File: config.mk
export PLATFORM = sky130hd
export DESIGN_NAME = key_debounce_flat
export DESIGN_NICKNAME = d
export VERILOG_FILES = /design/src/rtl/key_debounce_pkg.sv /design/src/rtl/key_debounce_if.sv /design/src/rtl/key_debounce_sync.sv /design/src/rtl/key_debounce.sv /design/src/flat_wrapper.sv
export SDC_FILE = /design/constraint.sdc
export NUM_CORES = 1
export LEC_CHECK = 0
export ABC_AREA = 1
export ABC_CLOCK_PERIOD_IN_PS = 1600
export CORE_MARGIN = 5
export CORE_UTILIZATION = 50
export DETAILED_ROUTE_END_ITERATION = 10
export GPL_TIMING_DRIVEN = 0
export PLACE_DENSITY = 0.67
export SYNTH_ARGS = -nofsm -noshare
export SYNTH_HDL_FRONTEND = slang
export SYNTH_SLANG_ARGS = --single-unit
File: constraint.sdc
create_clock -name clk -period 1.6 [get_ports clk]
set_clock_uncertainty 0.15 [all_clocks]
set_input_delay 0.16 -clock clk [delete_from_list [all_inputs] [get_ports clk]]
set_output_delay 0.16 -clock clk [all_outputs]
set_load 0.05 [all_outputs]
File: src/rtl/key_debounce_pkg.sv
// key_pkg: shared definitions for the push-button conditioning path.
//   key_state_e  - debounce FSM states
//   KEY_IDLE     - electrical level of a released (active-low) key
//   *_DEF        - default timing for a 50 MHz clock, shared with the
//                  downstream press detector and the bench
package key_pkg;

  typedef enum logic [1:0] {
    IDLE       = 2'd0,
    DB_PRESS   = 2'd1,
    PRESSED    = 2'd2,
    DB_RELEASE = 2'd3
  } key_state_e;

  localparam logic KEY_IDLE     = 1'b1;

  localparam int   DEB_CYC_DEF  = 1_000_000;   // 20 ms @ 50 MHz
  localparam int   LONG_CYC_DEF = 50_000_000;  // 1 s @ 50 MHz
  localparam int   CNT_W_DEF    = 26;

endpackage

File: src/rtl/key_debounce_if.sv
// key_debounce_if: pin-side and conditioned-side signals of one key.
//   key_in   - raw button pin, asynchronous, active-low
//   key_out  - debounced level, active-low
//   key_long - one-cycle long-press pulse
//   key_busy - debounce FSM not idle
// Modports: master = environment driving the pin, slave = key_debounce.
interface key_debounce_if;

  logic key_in;
  logic key_out;
  logic key_long;
  logic key_busy;

  modport master (
    output key_in,
    input  key_out,
    input  key_long,
    input  key_busy
  );

  modport slave (
    input  key_in,
    output key_out,
    output key_long,
    output key_busy
  );

endinterface

File: src/rtl/key_debounce_sync.sv
// key_sync: two-flop synchroniser for a single asynchronous pin.
//   clk    - destination clock
//   rst_n  - asynchronous active-low reset
//   din    - asynchronous input
//   dout   - synchronised output, lags din by two clk edges
// RST_VAL sets the level both flops take in reset, so the output shows the
// pin's idle level while reset is held and just after it is released.
module key_sync #(
  parameter logic RST_VAL = 1'b1
) (
  input  logic clk,
  input  logic rst_n,
  input  logic din,
  output logic dout
);

  logic sync_p0;
  logic sync_p1;

  // Stage p0: first capture, may go metastable.
  // Stage p1: resolved copy handed to the clk domain.
  always_ff @(posedge clk or negedge rst_n) begin
    if (!rst_n) begin
      sync_p0 <= RST_VAL;
      sync_p1 <= RST_VAL;
    end else begin
      sync_p0 <= din;
      sync_p1 <= sync_p0;
    end
  end

  assign dout = sync_p1;

endmodule

File: src/rtl/key_debounce.sv
// key_debounce: synchronise and debounce an active-low mechanical key.
//   clk      - system clock
//   rst_n    - asynchronous active-low reset
//   kif      - key_debounce_if.slave: key_in in; key_out, key_long,
//              key_busy out (all outputs registered)
// key_out only changes after DEB_CYC consecutive equal synchronised samples,
// so a single physical press gives exactly one falling edge. key_long fires
// once per press when the key has been held LONG_CYC cycles.
module key_debounce
  import key_pkg::*;
#(
  parameter int DEB_CYC  = DEB_CYC_DEF,
  parameter int LONG_CYC = LONG_CYC_DEF,
  parameter int CNT_W    = CNT_W_DEF
) (
  input logic           clk,
  input logic           rst_n,
  key_debounce_if.slave kif
);

  localparam logic [CNT_W-1:0] DEB_LAST  = CNT_W'(DEB_CYC - 1);
  localparam logic [CNT_W-1:0] LONG_MAX  = CNT_W'(LONG_CYC);
  localparam logic [CNT_W-1:0] LONG_LAST = CNT_W'(LONG_CYC - 1);
  localparam logic [CNT_W-1:0] CNT_ONE   = CNT_W'(1);

  // Hold counter stops at LONG_MAX so a very long press never wraps around
  // and re-triggers the long-press pulse.
  function automatic logic [CNT_W-1:0] sat_inc(input logic [CNT_W-1:0] v);
    return (v >= LONG_MAX) ? LONG_MAX : v + CNT_ONE;
  endfunction

  logic             key_sync;
  key_state_e       state, state_nxt;
  logic [CNT_W-1:0] deb_cnt, deb_cnt_nxt;
  logic [CNT_W-1:0] hold_cnt, hold_cnt_nxt;
  logic             key_out_q, key_out_nxt;
  logic             key_long_q, key_long_nxt;
  logic             key_busy_q, key_busy_nxt;

  key_sync #(
    .RST_VAL (KEY_IDLE)
  ) u_sync (
    .clk   (clk),
    .rst_n (rst_n),
    .din   (kif.key_in),
    .dout  (key_sync)
  );

  // State, counters and outputs share one register stage.
  always_ff @(posedge clk or negedge rst_n) begin
    if (!rst_n) begin
      state      <= IDLE;
      deb_cnt    <= '0;
      hold_cnt   <= '0;
      key_out_q  <= KEY_IDLE;
      key_long_q <= 1'b0;
      key_busy_q <= 1'b0;
    end else begin
      state      <= state_nxt;
      deb_cnt    <= deb_cnt_nxt;
      hold_cnt   <= hold_cnt_nxt;
      key_out_q  <= key_out_nxt;
      key_long_q <= key_long_nxt;
      key_busy_q <= key_busy_nxt;
    end
  end

  // A level reversal is tested before the threshold so that, when both
  // happen on the same sample, the debounce restarts.
  always_comb begin
    state_nxt    = state;
    deb_cnt_nxt  = deb_cnt;
    hold_cnt_nxt = hold_cnt;
    case (state)
      IDLE: begin
        if (key_sync != KEY_IDLE) begin
          state_nxt   = DB_PRESS;
          deb_cnt_nxt = CNT_ONE;
        end
      end
      DB_PRESS: begin
        if (key_sync == KEY_IDLE) begin
          state_nxt   = IDLE;
          deb_cnt_nxt = '0;
        end else if (deb_cnt == DEB_LAST) begin
          state_nxt    = PRESSED;
          deb_cnt_nxt  = '0;
          hold_cnt_nxt = '0;
        end else begin
          deb_cnt_nxt = deb_cnt + CNT_ONE;
        end
      end
      PRESSED: begin
        hold_cnt_nxt = sat_inc(hold_cnt);
        if (key_sync == KEY_IDLE) begin
          state_nxt   = DB_RELEASE;
          deb_cnt_nxt = CNT_ONE;
        end
      end
      DB_RELEASE: begin
        // Hold time keeps running while a release is being qualified.
        hold_cnt_nxt = sat_inc(hold_cnt);
        if (key_sync != KEY_IDLE) begin
          state_nxt   = PRESSED;
          deb_cnt_nxt = '0;
        end else if (deb_cnt == DEB_LAST) begin
          state_nxt   = IDLE;
          deb_cnt_nxt = '0;
        end else begin
          deb_cnt_nxt = deb_cnt + CNT_ONE;
        end
      end
      default: begin
        state_nxt    = IDLE;
        deb_cnt_nxt  = '0;
        hold_cnt_nxt = '0;
      end
    endcase
  end

  // Outputs are derived from the next state so they change on the same edge
  // as the state register.
  always_comb begin
    key_out_nxt  = KEY_IDLE;
    key_busy_nxt = 1'b0;
    key_long_nxt = 1'b0;
    if (state_nxt inside {PRESSED, DB_RELEASE}) begin
      key_out_nxt = ~KEY_IDLE;
    end
    if (state_nxt != IDLE) begin
      key_busy_nxt = 1'b1;
    end
    if ((state inside {PRESSED, DB_RELEASE}) && (hold_cnt == LONG_LAST)) begin
      key_long_nxt = 1'b1;
    end
  end

  assign kif.key_out  = key_out_q;
  assign kif.key_long = key_long_q;
  assign kif.key_busy = key_busy_q;

endmodule

File: src/flat_wrapper.sv
// flat-port wrapper written by rule: the top's interface ports become plain ports
module key_debounce_flat import key_pkg::*;
#(
  parameter int DEB_CYC  = DEB_CYC_DEF,
  parameter int LONG_CYC = LONG_CYC_DEF,
  parameter int CNT_W    = CNT_W_DEF
)
  (clk, rst_n, kif_key_in, kif_key_out, kif_key_long, kif_key_busy);
  key_debounce_if kif_i ();
  input logic clk;
  input logic rst_n;
  input wire logic [$bits(kif_i.key_in)-1:0] kif_key_in;
  output wire logic [$bits(kif_i.key_out)-1:0] kif_key_out;
  output wire logic [$bits(kif_i.key_long)-1:0] kif_key_long;
  output wire logic [$bits(kif_i.key_busy)-1:0] kif_key_busy;
  assign kif_i.key_in = kif_key_in;
  assign kif_key_out = kif_i.key_out;
  assign kif_key_long = kif_i.key_long;
  assign kif_key_busy = kif_i.key_busy;
  key_debounce #(.DEB_CYC(DEB_CYC), .LONG_CYC(LONG_CYC), .CNT_W(CNT_W)) u_core (.clk(clk), .rst_n(rst_n), .kif(kif_i));
endmodule
# After elaboration in Yosys (flattened, before gate mapping)

Index checks and enable logic that the tools add are counted.

Mux-type cells: 20
$add $sub $neg: 2
Eq/ne operators: 11
Order comparisons: 1
Reduce and logical (&&, ||, !) cells: 9

Operators with widths:

| kind                    | number |
|---|---|
| $mux W26                | 8 |
| $pmux W26 S4            | 1 |
| $add A26 B1 Y26 const B | 2 |
| $pmux W26 S2            | 1 |
| $eq A26 B20 Y1 const B  | 1 |
| $eq A26 B26 Y1 const B  | 1 |
| $ge A26 B26 Y1 const B  | 1 |
| $mux W2                 | 6 |
| $eq A2 B2 Y1 const B    | 4 |
| $pmux W2 S4             | 1 |
| $reduce_bool A2 Y1      | 4 |
| $ne A2 B2 Y1 const B    | 3 |
| $mux W1                 | 3 |
| $reduce_and A3 Y1       | 1 |
| $eq A2 B1 Y1 const B    | 1 |
| $logic_not A2 Y1        | 1 |
| $ne A2 B1 Y1 const B    | 1 |
| $reduce_and A2 Y1       | 1 |
| $reduce_or A2 Y1        | 1 |
| $logic_and A1 B1 Y1     | 1 |

Logic and storage cells: 51
Register bits after elaboration: 59
Output and inout bits: 3
Input port bits: 3

# Depth between registers and ports, before layout

Depth after elaboration: 7
Mapped depth: 11
Mapped depth without buffers: 10

# By module

Synthesis repeated with hierarchy kept, for this count alone.

Cell total of the unflattened synthesis: 588
Area total of the unflattened synthesis: 3,901.2 um^2

Modules (own cells, without submodules):

| module       | cells an instance | area an instance (um^2) | times used |
|---|---|---|---|
| key_debounce | 586               | 3,848.7                 | 1 |
| key_sync     | 2                 | 52.6                    | 1 |

# Worst setup path after synthesis

OpenSTA, ideal clock, no wires.

Kind: register to register
Start: register u_core.deb_cnt[0]
End: register u_core.hold_cnt[17]
Path buffers: 1
Cell stages (with the launch flop): 10
Clock period less this slack: 1.654 ns
Path slack: -0.054 ns
Data arrival time: 1.381 ns
Data required time: 1.327 ns
Cells stage by stage: dfrtp_1 ha_1 nand3_2 nor2_1 nand2_1 nor2_4 nand3b_4 buf_6 nand3_2 nand2_1

Word-level cells in the longest chain between the ends: 3

RTL lines:

| element                            | RTL line           | text |
|---|---|---|
| start: declaration                 | key_debounce.sv:34 | `logic [CNT_W-1:0] deb_cnt, deb_cnt_nxt;` |
| start signal: assignment           | key_debounce.sv:60 | `deb_cnt <= deb_cnt_nxt;` |
| $eq A26 B20 Y1                     | key_debounce.sv:85 | `end else if (deb_cnt == DEB_LAST) begin` |
| $ne A2 B1 Y1 (no source line)      | -                  |  |
| $reduce_and A3 Y1 (no source line) | -                  |  |
| end signal: assignment             | key_debounce.sv:61 | `hold_cnt <= hold_cnt_nxt;` |
| end: declaration                   | key_debounce.sv:35 | `logic [CNT_W-1:0] hold_cnt, hold_cnt_nxt;` |

No other way between the ends.
A chain may end at the register's enable or synchronous reset.

# Worst setup path after layout

Start: register u_core.deb_cnt[1]
End: register u_core.deb_cnt[19]

Word-level cells in the longest chain between the ends: 4

RTL lines:

| element                                                  | RTL line                                | text |
|---|---|---|
| $add A26 B1 Y26 / $eq A26 B20 Y1 (equally long branches) | -                                       |  |
| $mux W26 (*)                                             | key_debounce.sv:85, key_debounce.sv:106 |  |
| $mux W26 (on tied branches)                              | key_debounce.sv:103, key_debounce.sv:82 |  |
| $pmux W26 S4 (*)                                         | key_debounce.sv:74                      | `case (state)` |

Every way passes the cells marked *; elsewhere a longest branch is shown, timed or not.

==> out/qor.txt <==
Rows = 32
Mapped Cells = 538
RSZ-0062 raised after global routing = yes
grt ovf = 0
reg2reg start = u_core.deb_cnt[1]
Power Density = 680 nW/um^2
register area share after synthesis = 38.6%
clock root cell = clkbuf_8
Max Root-Sink Buffers = 2
Final min period = 1.80 ns
maxcap violations = 0
top_reg_cell synth = dfrtp_1
largest family of logic cells by synthesized area = simple AND/OR/NAND/NOR gates
Top delay family on crit path = simple AND/OR/NAND/NOR gates
PortBufs = 5
Setup violations, final = 53
Slew Viols, Final = 0
crit start category = register
most used cell, CP = nor2_4
CP Buf/Inv Count = 2
status = finished with violations
number of global-route vias before repair = 3,395
yosys warns = 0
async set-reset flop share out of synthesis = 100%
largest cells by area after synthesis = dfrtp_1 (37%), nand2_1 (18%), nand3_2 (6.3%)
ant diodes = 0
DRC violations left = 0
CTS tree = built
DP HPWL = 6420 um
Nets = 587
syn nets = 544
Post-DP Area = 4040 sq um
Clk Latency, worst-skew pair = 0.34 ns
share of cells above drive strength 1 = 25.3%
GRT Resource Usage Total = 20.8%
Post-DRT Antenna Nets = 0
Vias = 3,616
Worst-Margin Slew = 0.650 ns
XOR/XNOR share of the synthesized area = 5.48%
routability cong. = 0.925
crit path from = u_core.deb_cnt[1]
CP required = 1.71 ns
H-tree Lvls = 3
synthesis-stage register bit count = 59
Yosys cell types = 29
initial antenna violation count = 0
Synth top area share = 36.5%
final wirelength = 9470 um
Fin. Hold Viols = 0
first-pass GRT wire length = 16,200 um
final cycle utilization of the critical path = 112%
Rel. slew slack = 56.7%
post-synthesis mux area share = 0%
Lkg Pwr = 2.18 nW
Clock transition at path regs = 0.08 ns
HP Start = kif_key_in
type of the worst min-delay path = input port to register
TritonRoute pass-1 iters = 5
worst vdd ir = 0.544 mV
Worst Setup Path Type = register to register
failing checks = negative setup slack
die area = 9530 sq um
Pwr Total = 0.00324 W
Post-synth EDFFs = 0
average cell area after synthesis = 7.13 sq um
Routed wire per std cell = 13.8 um
Top-Level Pins = 6
via density per instance = 5.26
number of clock sinks = 59
synthesized cell area = 3840 sq um
Max Clk Rate = 0.556 GHz
die height = 97.6 um
critical-path cell list = ha_4 > nand3_4 > nor2_1 > nand2_1 > nor2_4 > buf_4 > nor2_4 > buf_8 > nand2_2 > o21ai_1
post-route core utilization = 62.6%
die width = 97.6 um
most frequent cell after synthesis = nand2_1
Synth Area in Adders = 0.978%
max incr delay on CP = 0.42 ns
Synth Area in Compound Gates = 5.35%
post-route setup TNS = -8.62 ns
crit end category = register
final non-filler cell total = 688
placed insts = 646
Num CTS Buffers = 9
initial cell density of the core = 50.4%
critical path fanouts, max = 5
largest net degree at the start of global routing = 33
area growth from synthesis to layout = 24.2%
Synth area leader = dfrtp_1
most frequent cells after synthesis = nand2_1 (186), nor2_1 (61), dfrtp_1 (56)
Slowest cell on crit path = dfrtp_1
Simple-Gate Fraction of Synth Area = 42.4%
core area = 7610 sq um
DR iter-0 viols = 245
design area = 4770 sq um
post-route worst setup slack = -0.198 ns
Critical Path AT = 1.91 ns
## registers in the layout, indices dropped and copies added, names as in the netlist
signal,count
u_core.u_sync.sync_p0,1
u_core.deb_cnt,26
u_core.kif.key_long,1
u_core.u_sync.dout,1
u_core.hold_cnt,26
u_core.state,2
u_core.kif.key_out,1
u_core.kif.key_busy,1
## layout by cell type, fill, tap and decap left out, types with 4 or more instances in the layout
| cell | instances |
|---|---|
| nand2_1 | 177 |
| nor2_1 | 54 |
| inv_1 | 48 |
| dfrtp_1 | 46 |
| nand3_1 | 36 |
| nand3_2 | 28 |
| buf_4 | 26 |
| xor2_1 | 15 |
| nor2_4 | 13 |
| nand4_1 | 11 |
| o21ai_1 | 11 |
| nand2_2 | 10 |
| dfrtp_2 | 10 |
| xnor2_1 | 9 |
| o21ai_0 | 9 |
| clkbuf_8 | 9 |
| nor3_1 | 7 |
| o21ai_2 | 7 |
| nor2_2 | 5 |
| inv_2 | 4 |
| buf_2 | 4 |
| nand3_4 | 4 |
## kinds of logic (layout without fill, tap and decap cells)
| logic type | after synthesis | count (layout) |
|---|---|---|
| AO/OA/AOI/OAI | 38 | 38 |
| AND/OR/NAND/NOR | 348 | 348 |
| buffers and inverters | 66 | 114 |
| adder cells (fa/ha/maj) | 3 | 3 |
| XOR/XNOR | 24 | 24 |
| flip-flops | 59 | 59 |
## what timing repair did
item,4_1_cts,5_1_grt
setup buffers,9,15
endpoints found under the hold margin,24,0
setup endpoints to repair,58,57
hold buffers,1,0
gates resized for setup,31,52
cloned,0,2
pin swaps,5,14
## final cells by class
class                           count  area (sq um)
Fill cell                         667          2840
Multi-Input combinational cell    413          2300
Sequential cell                    59          1490
Timing Repair Buffer               33           308
Inverter                           53           206
Tap cell                          102           128
Clock buffer                        9           124
Buffer                             12           110
Clock inverter                      7           101
## routing by layer
metal | track usage [%] | share of wire, %
met1 | 30.2 | 49
met4 | 8.63 | 2.0
met2 | 30.5 | 43
met5 | 0 | 0
met3 | 3.37 | 5.6
## report_power, final
group	switching [W]	total [W]	internal [W]
clock	0.000671	0.00156	0.000887
combinational	0.0000973	0.000161	0.0000641
sequential	0.0000154	0.00152	0.00151
total	0.000784	0.00324	0.00246
## path summary, 6_finish.rpt
kind / slack, ns / end / cells after the start
max: -0.20 / u_core.deb_cnt[19] / 10
min: 0.08 / u_core.u_sync.sync_p0 / 1
max reg2reg: -0.20 / u_core.deb_cnt[19] / 10
min reg2reg: 0.21 / u_core.u_sync.dout / 0
max in group asynchronous: 0.45 / u_core.deb_cnt[19] / 3
min in group asynchronous: 0.24 / u_core.hold_cnt[12] / 2
## per-stage QoR
step | hold slack, ns | worst slack [ns]
finish | 0.0806 | -0.198
global route | 0.0724 | -0.303
CTS | 0.0669 | -0.174
detailed placement | 0.0741 | -0.277
global placement | 0.201 | -1.75
floorplan | -0.286 | -0.0511
Power figures use the tool's default switching activity.
